===== config.mk =====
export PLATFORM = sky130hd
export DESIGN_NAME = asym_fifo_ctrl_flat
export DESIGN_NICKNAME = d
export VERILOG_FILES = /design/src/rtl/asym_fifo_pkg.sv /design/src/rtl/asym_fifo_ctrl_if.sv /design/src/rtl/asym_fifo_obuf.sv /design/src/rtl/asym_fifo_ctrl.sv /design/src/flat_wrapper.sv
export SDC_FILE = /design/constraint.sdc
export NUM_CORES = 1
export LEC_CHECK = 0
export CAP_MARGIN = 20
export CORE_MARGIN = 8
export CORE_UTILIZATION = 50
export CTS_CLUSTER_DIAMETER = 30
export DETAILED_ROUTE_END_ITERATION = 10
export GPL_TIMING_DRIVEN = 0
export PLACE_DENSITY = 0.85
export SLEW_MARGIN = 20
export SYNTH_ARGS = -nofsm -noshare
export SYNTH_HDL_FRONTEND = slang
export SYNTH_SLANG_ARGS = --single-unit
export TNS_END_PERCENT = 20

===== constraint.sdc =====
create_clock -name clk -period 7.9 [get_ports clk]
set_input_delay 1.58 -clock clk [delete_from_list [all_inputs] [get_ports clk]]
set_output_delay 1.58 -clock clk [all_outputs]
set_load 0.01 [all_outputs]

===== src/rtl/asym_fifo_pkg.sv =====
// Shared constants, types and helpers for the asymmetric (narrow-write, wide-read) FIFO controller.
package asym_fifo_pkg;

    localparam int OBUF_DEPTH = 3;

    // Reads issued to the RAM whose data has not yet been captured.
    typedef logic [1:0] inflight_t;

    // Occupancy of the output buffer, 0..OBUF_DEPTH.
    typedef logic [1:0] obuf_cnt_t;

    function automatic int clog2(input int value);
        int result;
        result = 0;
        for (int v = value - 1; v > 0; v = v >> 1) begin
            result++;
        end
        return result;
    endfunction

endpackage


===== src/rtl/asym_fifo_ctrl_if.sv =====
// Stream and RAM-port bundle for asym_fifo_ctrl; ASYM_FIFO_STATUS_EN adds level_o/almost_full_o.
// The master modport is the controller itself, the slave modport is its environment.
interface asym_fifo_ctrl_if #(
    parameter int WIDTHA     = 4,
    parameter int WIDTHB     = 16,
    parameter int ADDRWIDTHA = 10,
    parameter int ADDRWIDTHB = 8
);

    logic                  s_valid;
    logic                  s_ready;
    logic [WIDTHA-1:0]     s_data;

    logic                  m_valid;
    logic                  m_ready;
    logic [WIDTHB-1:0]     m_data;

    logic                  ram_ena;
    logic                  ram_wea;
    logic [ADDRWIDTHA-1:0] ram_addra;
    logic [WIDTHA-1:0]     ram_dia;
    logic                  ram_enb;
    logic [ADDRWIDTHB-1:0] ram_addrb;
    logic [WIDTHB-1:0]     ram_dob;

`ifdef ASYM_FIFO_STATUS_EN
    logic [ADDRWIDTHA:0]   level_o;
    logic                  almost_full_o;

    modport master (
        input  s_valid, s_data, m_ready, ram_dob,
        output s_ready, m_valid, m_data,
        output ram_ena, ram_wea, ram_addra, ram_dia, ram_enb, ram_addrb,
        output level_o, almost_full_o
    );

    modport slave (
        output s_valid, s_data, m_ready, ram_dob,
        input  s_ready, m_valid, m_data,
        input  ram_ena, ram_wea, ram_addra, ram_dia, ram_enb, ram_addrb,
        input  level_o, almost_full_o
    );
`else
    modport master (
        input  s_valid, s_data, m_ready, ram_dob,
        output s_ready, m_valid, m_data,
        output ram_ena, ram_wea, ram_addra, ram_dia, ram_enb, ram_addrb
    );

    modport slave (
        output s_valid, s_data, m_ready, ram_dob,
        input  s_ready, m_valid, m_data,
        input  ram_ena, ram_wea, ram_addra, ram_dia, ram_enb, ram_addrb
    );
`endif

endinterface


===== src/rtl/asym_fifo_obuf.sv =====
// Small output FIFO holding wide words returned from the RAM; head is presented as m_data.
// Push and pop may coincide whenever the buffer holds at least one word, even when full.
module asym_fifo_obuf
    import asym_fifo_pkg::*;
#(
    parameter int WIDTH = 16
) (
    input  logic             clk,
    input  logic             rst_n,
    input  logic             push_i,
    input  logic [WIDTH-1:0] push_data_i,
    input  logic             pop_i,
    output logic             empty_o,
    output obuf_cnt_t        count_o,
    output logic [WIDTH-1:0] head_o
);

    typedef logic [1:0] idx_t;

    logic [WIDTH-1:0] mem_q [OBUF_DEPTH];
    logic [WIDTH-1:0] mem_d [OBUF_DEPTH];
    idx_t             wr_idx_q, wr_idx_d;
    idx_t             rd_idx_q, rd_idx_d;
    obuf_cnt_t        count_q, count_d;
    logic             do_push, do_pop;

    function automatic idx_t next_idx(input idx_t idx);
        return (idx == idx_t'(OBUF_DEPTH - 1)) ? '0 : idx + 1'b1;
    endfunction

    always_comb begin
        // NOTE: every variable gets a default before any branch, so no path can infer a latch.
        mem_d    = mem_q;
        wr_idx_d = wr_idx_q;
        rd_idx_d = rd_idx_q;
        do_pop   = pop_i && (count_q != '0);
        do_push  = push_i && ((count_q != obuf_cnt_t'(OBUF_DEPTH)) || do_pop);

        if (do_push) begin
            mem_d[wr_idx_q] = push_data_i;
            wr_idx_d        = next_idx(wr_idx_q);
        end
        if (do_pop) begin
            rd_idx_d = next_idx(rd_idx_q);
        end
        count_d = count_q + obuf_cnt_t'(do_push) - obuf_cnt_t'(do_pop);
    end

    always_ff @(posedge clk or negedge rst_n) begin
        if (!rst_n) begin
            // NOTE: storage is reset on purpose, because m_data must read zero straight out of reset.
            for (int i = 0; i < OBUF_DEPTH; i++) begin
                mem_q[i] <= '0;
            end
            wr_idx_q <= '0;
            rd_idx_q <= '0;
            count_q  <= '0;
        end else begin
            // NOTE: non-blocking updates, so every flop samples the values from before the edge.
            mem_q    <= mem_d;
            wr_idx_q <= wr_idx_d;
            rd_idx_q <= rd_idx_d;
            count_q  <= count_d;
        end
    end

    assign empty_o = (count_q == '0);
    assign count_o = count_q;
    assign head_o  = mem_q[rd_idx_q];

endmodule


===== src/rtl/asym_fifo_ctrl.sv =====
// Single-clock FIFO controller driving an external narrow-write / wide-read RAM.
// Define ASYM_FIFO_STATUS_EN to export the fill level and an almost-full flag.
module asym_fifo_ctrl
    import asym_fifo_pkg::*;
#(
    parameter int WIDTHA     = 4,
    parameter int WIDTHB     = 16,
    parameter int ADDRWIDTHA = 10,
    parameter int ADDRWIDTHB = 8
) (
    input logic              clk,
    input logic              rst_n,
    asym_fifo_ctrl_if.master bus
);

    localparam int RATIO = WIDTHB / WIDTHA;
    localparam int L     = clog2(RATIO);
    localparam logic [ADDRWIDTHA:0] SIZE_A = {1'b1, {ADDRWIDTHA{1'b0}}};

    logic [ADDRWIDTHA:0] wr_ptr_q, wr_ptr_d;
    logic [ADDRWIDTHB:0] rd_issue_ptr_q, rd_issue_ptr_d;
    logic [ADDRWIDTHB:0] rd_commit_ptr_q, rd_commit_ptr_d;
    inflight_t           inflight_q, inflight_d;
    logic                rd_pending_q, rd_pending_d;

    logic [ADDRWIDTHA:0] level;
    logic [ADDRWIDTHB:0] avail;
    logic                s_ready;
    logic                accept;
    logic                issue;
    logic                pop;

    logic                obuf_empty;
    obuf_cnt_t           obuf_count;
    logic [WIDTHB-1:0]   obuf_head;

    // RAM space is released only at commit, so a write never lands on a word still being read.
    always_comb begin
        level   = wr_ptr_q - {rd_commit_ptr_q, {L{1'b0}}};
        avail   = wr_ptr_q[ADDRWIDTHA:L] - rd_issue_ptr_q;
        s_ready = (level != SIZE_A);
        accept  = bus.s_valid & s_ready;
        issue   = (avail != '0) &&
                  (({1'b0, obuf_count} + {1'b0, inflight_q}) < 3'(OBUF_DEPTH));
        pop     = !obuf_empty & bus.m_ready;
    end

    always_comb begin
        wr_ptr_d        = wr_ptr_q;
        rd_issue_ptr_d  = rd_issue_ptr_q;
        rd_commit_ptr_d = rd_commit_ptr_q;
        rd_pending_d    = issue;
        inflight_d      = inflight_q + inflight_t'(issue) - inflight_t'(rd_pending_q);

        if (accept) begin
            wr_ptr_d = wr_ptr_q + 1'b1;
        end
        if (issue) begin
            rd_issue_ptr_d = rd_issue_ptr_q + 1'b1;
        end
        if (rd_pending_q) begin
            rd_commit_ptr_d = rd_commit_ptr_q + 1'b1;
        end
    end

    always_ff @(posedge clk or negedge rst_n) begin
        if (!rst_n) begin
            wr_ptr_q        <= '0;
            rd_issue_ptr_q  <= '0;
            rd_commit_ptr_q <= '0;
            inflight_q      <= '0;
            rd_pending_q    <= 1'b0;
        end else begin
            wr_ptr_q        <= wr_ptr_d;
            rd_issue_ptr_q  <= rd_issue_ptr_d;
            rd_commit_ptr_q <= rd_commit_ptr_d;
            inflight_q      <= inflight_d;
            rd_pending_q    <= rd_pending_d;
        end
    end

    // Read data arrives one cycle after issue and is captured at the end of that cycle.
    asym_fifo_obuf #(
        .WIDTH (WIDTHB)
    ) u_obuf (
        .clk         (clk),
        .rst_n       (rst_n),
        .push_i      (rd_pending_q),
        .push_data_i (bus.ram_dob),
        .pop_i       (pop),
        .empty_o     (obuf_empty),
        .count_o     (obuf_count),
        .head_o      (obuf_head)
    );

    assign bus.s_ready   = s_ready;
    assign bus.ram_ena   = accept;
    assign bus.ram_wea   = accept;
    assign bus.ram_addra = wr_ptr_q[ADDRWIDTHA-1:0];
    assign bus.ram_dia   = bus.s_data;
    assign bus.ram_enb   = issue;
    assign bus.ram_addrb = rd_issue_ptr_q[ADDRWIDTHB-1:0];
    assign bus.m_valid   = !obuf_empty;
    assign bus.m_data    = obuf_head;

`ifdef ASYM_FIFO_STATUS_EN
    localparam logic [ADDRWIDTHA:0] AF_THRESH = SIZE_A - (ADDRWIDTHA + 1)'(RATIO);

    assign bus.level_o       = level;
    assign bus.almost_full_o = (level >= AF_THRESH);
`endif

endmodule


===== src/flat_wrapper.sv =====
// flat-port wrapper written by rule: the top's interface ports become plain ports
module asym_fifo_ctrl_flat import asym_fifo_pkg::*;
#(
    parameter int WIDTHA     = 4,
    parameter int WIDTHB     = 16,
    parameter int ADDRWIDTHA = 10,
    parameter int ADDRWIDTHB = 8
)
  (clk, rst_n, bus_s_valid, bus_s_data, bus_m_ready, bus_ram_dob, bus_s_ready, bus_m_valid, bus_m_data, bus_ram_ena, bus_ram_wea, bus_ram_addra, bus_ram_dia, bus_ram_enb, bus_ram_addrb);
  asym_fifo_ctrl_if #(.WIDTHA(WIDTHA), .WIDTHB(WIDTHB), .ADDRWIDTHA(ADDRWIDTHA), .ADDRWIDTHB(ADDRWIDTHB)) bus_i ();
  input logic clk;
  input logic rst_n;
  input wire logic [$bits(bus_i.s_valid)-1:0] bus_s_valid;
  input wire logic [$bits(bus_i.s_data)-1:0] bus_s_data;
  input wire logic [$bits(bus_i.m_ready)-1:0] bus_m_ready;
  input wire logic [$bits(bus_i.ram_dob)-1:0] bus_ram_dob;
  output wire logic [$bits(bus_i.s_ready)-1:0] bus_s_ready;
  output wire logic [$bits(bus_i.m_valid)-1:0] bus_m_valid;
  output wire logic [$bits(bus_i.m_data)-1:0] bus_m_data;
  output wire logic [$bits(bus_i.ram_ena)-1:0] bus_ram_ena;
  output wire logic [$bits(bus_i.ram_wea)-1:0] bus_ram_wea;
  output wire logic [$bits(bus_i.ram_addra)-1:0] bus_ram_addra;
  output wire logic [$bits(bus_i.ram_dia)-1:0] bus_ram_dia;
  output wire logic [$bits(bus_i.ram_enb)-1:0] bus_ram_enb;
  output wire logic [$bits(bus_i.ram_addrb)-1:0] bus_ram_addrb;
  assign bus_i.s_valid = bus_s_valid;
  assign bus_i.s_data = bus_s_data;
  assign bus_i.m_ready = bus_m_ready;
  assign bus_i.ram_dob = bus_ram_dob;
  assign bus_s_ready = bus_i.s_ready;
  assign bus_m_valid = bus_i.m_valid;
  assign bus_m_data = bus_i.m_data;
  assign bus_ram_ena = bus_i.ram_ena;
  assign bus_ram_wea = bus_i.ram_wea;
  assign bus_ram_addra = bus_i.ram_addra;
  assign bus_ram_dia = bus_i.ram_dia;
  assign bus_ram_enb = bus_i.ram_enb;
  assign bus_ram_addrb = bus_i.ram_addrb;
  asym_fifo_ctrl #(.WIDTHA(WIDTHA), .WIDTHB(WIDTHB), .ADDRWIDTHA(ADDRWIDTHA), .ADDRWIDTHB(ADDRWIDTHB)) u_core (.clk(clk), .rst_n(rst_n), .bus(bus_i));
endmodule

# Word-level counts from Yosys, hierarchy flattened
# Index checks and enable logic that the tools add are counted.
# W data, S select, Z words.
op_classes:
  add_sub_neg: 12
  order_cmp: 4
  eq_ne: 4
  muxes: 8
  n_bitwise: 4
  n_reduce_logical: 9
op_table:
  columns: ["op", "count"]
  rows:
  - ["$bwmux W48", 1]
  - ["$mux W16", 3]
  - ["$bmux W16 S2", 1]
  - ["$demux W16 S2", 1]
  - ["$add A9 B1 Y9 const B", 2]
  - ["$add A11 B1 Y11 const B", 1]
  - ["$ne A11 B11 Y1 const B", 1]
  - ["$sub A11 B11 Y11", 1]
  - ["$reduce_bool A9 Y1", 1]
  - ["$sub A9 B9 Y9", 1]
  - ["$ge A3 B3 Y1 const B", 2]
  - ["$not A2 Y3", 2]
  - ["$add A2 B1 Y2", 2]
  - ["$add A2 B1 Y2 const B", 2]
  - ["$eq A2 B2 Y1 const B", 2]
  - ["$logic_and A1 B1 Y1", 4]
  - ["$mux W2", 2]
  - ["$sub A2 B1 Y2", 2]
  - ["$add A2 B2 Y3", 1]
  - ["$lt A3 B1 Y1 const B", 1]
  - ["$lt A3 B2 Y1 const B", 1]
  - ["$and A1 B1 Y1", 2]
  - ["$logic_not A2 Y1", 1]
  - ["$ne A2 B2 Y1 const B", 1]
  - ["other kinds (3)", 3]
word_totals:
  reg_bits: 86
  in_bits: 24
  word_cells: 52

# Logic depth before layout (Yosys ltp)
# Gate-level depths: netlist of the first run.
logic_depth:
  word_depth: 8
  mapped_depth: 14
  depth_no_buf: 14

# By module
# Synthesis of the first run repeated with hierarchy kept, for this count alone.
unflattened:
  hier_cells: 440
  hier_area_um2: 4952.2
modules_own_cells:
  columns: ["module", "n_inst", "cells_each", "area_each_um2", "seq_area_each_um2"]
  rows:
  - ["asym_fifo_obuf", 1, 183, 2504.9, 1351.3]
  - ["asym_fifo_ctrl", 1, 257, 2447.3, 800.8]

# Worst setup path before layout of the first run
# Ideal clock, no wire load.
synth_timing:
  path_kind: "reg-to-output"
  from: "register u_core.wr_ptr_q[3]"
  to: "output bus_ram_wea"
  t_arrival_ns: 2.419
  setup_slack_ns: 3.901
  stages_incl_launch_ff: 9
  n_path_buf: 1
  cell_sequence: "dfrtp_1 > ha_1 > nor2b_1 > o31a_1 > or4_1 > nand3b_1 > nand4_1 > and2_1 > buf_4"
synth_via:
  elab_chain_cells: 3
synth_rtl:
  columns: ["item", "line", "text"]
  rows:
  - ["from (decl)", "asym_fifo_ctrl.sv:20", "logic [ADDRWIDTHA:0] wr_ptr_q, wr_ptr_d;"]
  - ["from (signal assigned)", "asym_fifo_ctrl.sv:74", "wr_ptr_q <= wr_ptr_d;"]
  - ["$sub A11 B11 Y11", "asym_fifo_ctrl.sv:39", "level = wr_ptr_q - {rd_commit_ptr_q, {L{1'b0}}};"]
  - ["$ne A11 B11 Y1", "asym_fifo_ctrl.sv:41", "s_ready = (level != SIZE_A);"]
  - ["named net bus_s_ready", "flat_wrapper.sv:17", "output wire logic [$bits(bus_i.s_ready)-1:0] bus_s_ready;"]
  - ["$and A1 B1 Y1", "asym_fifo_ctrl.sv:42", "accept = bus.s_valid & s_ready;"]
  - ["to (decl)", "flat_wrapper.sv:21", "output wire logic [$bits(bus_i.ram_wea)-1:0] bus_ram_wea;"]
# The timed path passes the listed nets, and every way through them passes these cells.

# Worst setup path after layout of the first run
layout_timing:
  from: "register u_core.wr_ptr_q[6]"
  to: "output bus_ram_wea"
layout_via:
  elab_chain_cells: 3
layout_rtl:
  columns: ["item", "line"]
  rows:
  - ["$sub A11 B11 Y11", "asym_fifo_ctrl.sv:39"]
  - ["$ne A11 B11 Y1", "asym_fifo_ctrl.sv:41"]
  - ["$and A1 B1 Y1", "asym_fifo_ctrl.sv:42"]
# Every way passes these cells.

==> results of run 1 <==
-- layout by cell type, fill, tap and decap left out, types with 9 or more instances in the layout --
cell type,n
dfrtp_1,86
clkdlybuf4s50_1,61
mux2_2,49
nand2_1,33
xnor2_1,29
inv_1,26
ha_1,25
buf_4,24
o21ai_0,21
mux2i_1,17
a21oi_1,10
clkbuf_8,10
nand4_1,9
-- cell families after synthesis --
family | Yosys count
simple gates | 100
flops | 86
mux | 67
compound gates | 59
buf+inv | 59
xor+xnor | 35
fa+ha+maj | 26
-- state kept, by name, summed over array words and instances (netlist names) --
register	count
u_core.rd_issue_ptr_q	9
u_core.inflight_q	2
u_core.rd_commit_ptr_q	9
u_core.u_obuf.wr_idx_q	2
u_core.wr_ptr_q	11
u_core.u_obuf.mem_q	48
u_core.rd_pending_q	1
u_core.u_obuf.rd_idx_q	2
u_core.u_obuf.count_o	2
-- power by group --
part | total [W] | internal, W | switching (W)
logic | 0.00131 | 0.000697 | 0.000610
clock network | 0.000299 | 0.000128 | 0.000171
registers | 0.000795 | 0.000645 | 0.000150
-- final cells by class --
type	count	area share
multi-input cells	287	0.402
flip-flops and latches	86	0.372
repair buffers	63	0.112
plain buffers	33	0.0366
well taps	129	0.0279
clock buffers	10	0.0238
inverters	26	0.0169
clock inverters	6	0.00909
-- layer usage --
layer,GRT usage,up-vias
li1,-,1644
met1,0.198,1721
met2,0.269,73
met3,0.0291,21
met4,0.0835,0
met5,0,-
-- final timing paths --
check / endpoint
max: bus_ram_wea
min: u_core.rd_commit_ptr_q[8]$_DFFE_PN0P_
max reg2reg: u_core.inflight_q[1]$_DFF_PN0_
min reg2reg: u_core.rd_commit_ptr_q[8]$_DFFE_PN0P_
max in group asynchronous: u_core.u_obuf.rd_idx_q[1]$_DFFE_PN0P_
min in group asynchronous: u_core.wr_ptr_q[0]$_DFFE_PN0P_
-- per-stage QoR --
stage | util | power, W
final | 0.625 | 0.00240
after global routing | 0.625 | 0.00258
after CTS | 0.625 | 0.00243
after detailed placement | 0.605 | 0.00211
after global placement | 0.602 | 0.00204
after floorplan | - | 0.00165
==> reports/qor.yml, run 1 <==
sta:
  max_freq_mhz: 193
  hold_viol_final: 0
  finalSetupViolations: 0
  period_share: 0.657
  min_period_ps: 5190
  setup_tns_ps: 0
  worst_slew_pin_slew_ps: 741
  slew_headroom: 0.506
  setup_ws_ps: 2710
  rsz0062_at_grt: "no"
  skew_ps: 19.2
  hold_slack_ps: 499
  slew_viol_final: 0
flow_run:
  drv_cap: 0
cells_and_area:
  multi_input_area_um2: 2320
  fillers: 720
  nets: 556
  finalInstanceArea_um2: 5780
  antenna-diode-count: 0
  layoutNonFillerInstCount: 640
  syn_to_final_growth_pct: 21.0
  drive_gt1_frac: 0.200
  ff_latch_area_um2: 2150
place:
  port_buffers: 62
  finalWeightedCongestion: 0.846
  dpl.hpwl_mm: 7.40
  dp_cells: 624
  pre_cts_ws_ps: 3200
  postPlaceCellArea_um2: 5590
routing:
  firstDrtPassIters: 4
  wl_per_cell_um: 16.0
  drc: 0
  vias: 3459
  wl_met3_um: 369
  routedLengthMet1_mm: 4.46
  postRouteAntennaNets: 0
  dr_wl_met2_mm: 5.13
  wl_mm: 10.2
  highest-signal-layer: "met4"
  avgViaCountPerCell: 5.40
  first_iter_violations: 151
worst_setup_path:
  worstRegToRegCells: 13
  worst_setup_path_end_kind: "output port"
  crit_path_start: "u_core.wr_ptr_q[6]$_DFFE_PN0P_"
  crit_required_ps: 6320
  rrSetupSlack_ps: 4580
  path_buf_inv: 2
  critPathMaxStageDelay_ps: 560
  r2r-start: "u_core.wr_ptr_q[3]$_DFFE_PN0P_"
  crit_chain: "ha_1 -> a211oi_1 -> nor4_1 -> nor4_1 -> nand4_1 -> and2_1 -> buf_4 -> clkdlybuf4s50_1"
  startpoint_type: "register"
  crit_top_cell: "nor4_1"
  path_delay_family: "simple AND/OR/NAND/NOR gates"
  slowest_stage: "nor4_1"
  path_max_fanout: 7
  worstPathArrival_ps: 3610
  crit_cells: 8
  worstSetupPathType: "register to output port"
yosys:
  ys_types: 52
  yosys-top-cells-count: "dfrtp_1, mux2_2, nand2_1"
  synth_area_um2: 4780
  synthSimpleGateAreaFrac: 0.108
  synth_edf_count: 0
  synth.most_common_cell: "dfrtp_1"
  synth_top_area_cell: "dfrtp_1"
  synthXorXnorAreaFrac: 0.0657
  syn_inst: 432
  synth_fa_ha_area_frac: 0.0697
  ys_seq_area_frac: 0.450
  syn_area_per_cell_um2: 11.1
  post-synth-top-area-fraction: 0.450
  synth-main-ff-cell: "dfrtp_1"
  syn-num-nets: 482
  muxShareOfSynthArea: 0.154
  synth_area_leaders: "dfrtp_1, mux2_2, ha_1"
  async_flop_share: 1.00
  ys_ff_latch: 86
  synth_top_family_by_area: "multiplexers"
  synth_compound_area_frac: 0.0867
  yosys_warnings: 0
hold_path:
  hp-start: "u_core.rd_commit_ptr_q[8]$_DFFE_PN0P_"
  min_path_cells: 1
  hold_class: "register to register"
clock_network:
  clockBufferDepth: 2
  post-cts-setup-buffers: 0
  hold_buffers: 0
  cts_buffers: 9
  path_clk_slew_ps: 90
  cts_sinks: 86
  cts_resized: 0
  cts.htree.levels: 3
  clock_latency_ps: 370
  cts_tree: "done"
  cts-root-buf: "clkbuf_8"
global_route:
  antenna_found_initial: 0
  track_usage: 0.162
  grt_pass1_vias: 3571
  grt_first_pass_wirelength_mm: 16.9
  grt_max_degree: 61
  grt.overflow.total: 0
pwr:
  p_leak_nw: 2.50
  irDropWorstVdd_mv: 0.205
  p_per_area_nw_per_um2: 416
floorplan:
  die_h_um: 114
  core_um2: 9240
  die-area_um2: 12900
  rows: 35
  chipWidth_um: 114
  io_pins: 67
  start_util: 0.517
run_status:
  status: "finished clean"
(Power assumes the default switching activity.)
==> run 2, diff against run 1 <==
clock period = 5 ns   (was 7.9 ns; I/O delays follow)
==> results of run 2 <==
Same layout as run 1 (identical final DEF). Status: finished clean.
Main changes from that run: setup slack after placement 3200 ps -> 882 ps; setup slack after layout 2710 ps -> 393 ps; register-to-register setup slack 4580 ps -> 1680 ps; total power 0.00240 W -> 0.00380 W; worst IR drop on VDD 0.205 mV -> 0.324 mV
==> run 3, diff against run 2 <==
CAP_MARGIN = 10   (was 20)
SKIP_CTS_REPAIR_TIMING = 1   (was not set)
clock period = 5.7 ns   (was 5 ns; I/O delays follow)
==> results of run 3 <==
Same layout as run 1 (identical final DEF). Status: finished clean.
Main changes from that run: setup slack after placement 3200 ps -> 1440 ps; setup slack after layout 2710 ps -> 953 ps; register-to-register setup slack 4580 ps -> 2380 ps; total power 0.00240 W -> 0.00333 W; worst IR drop on VDD 0.205 mV -> 0.285 mV
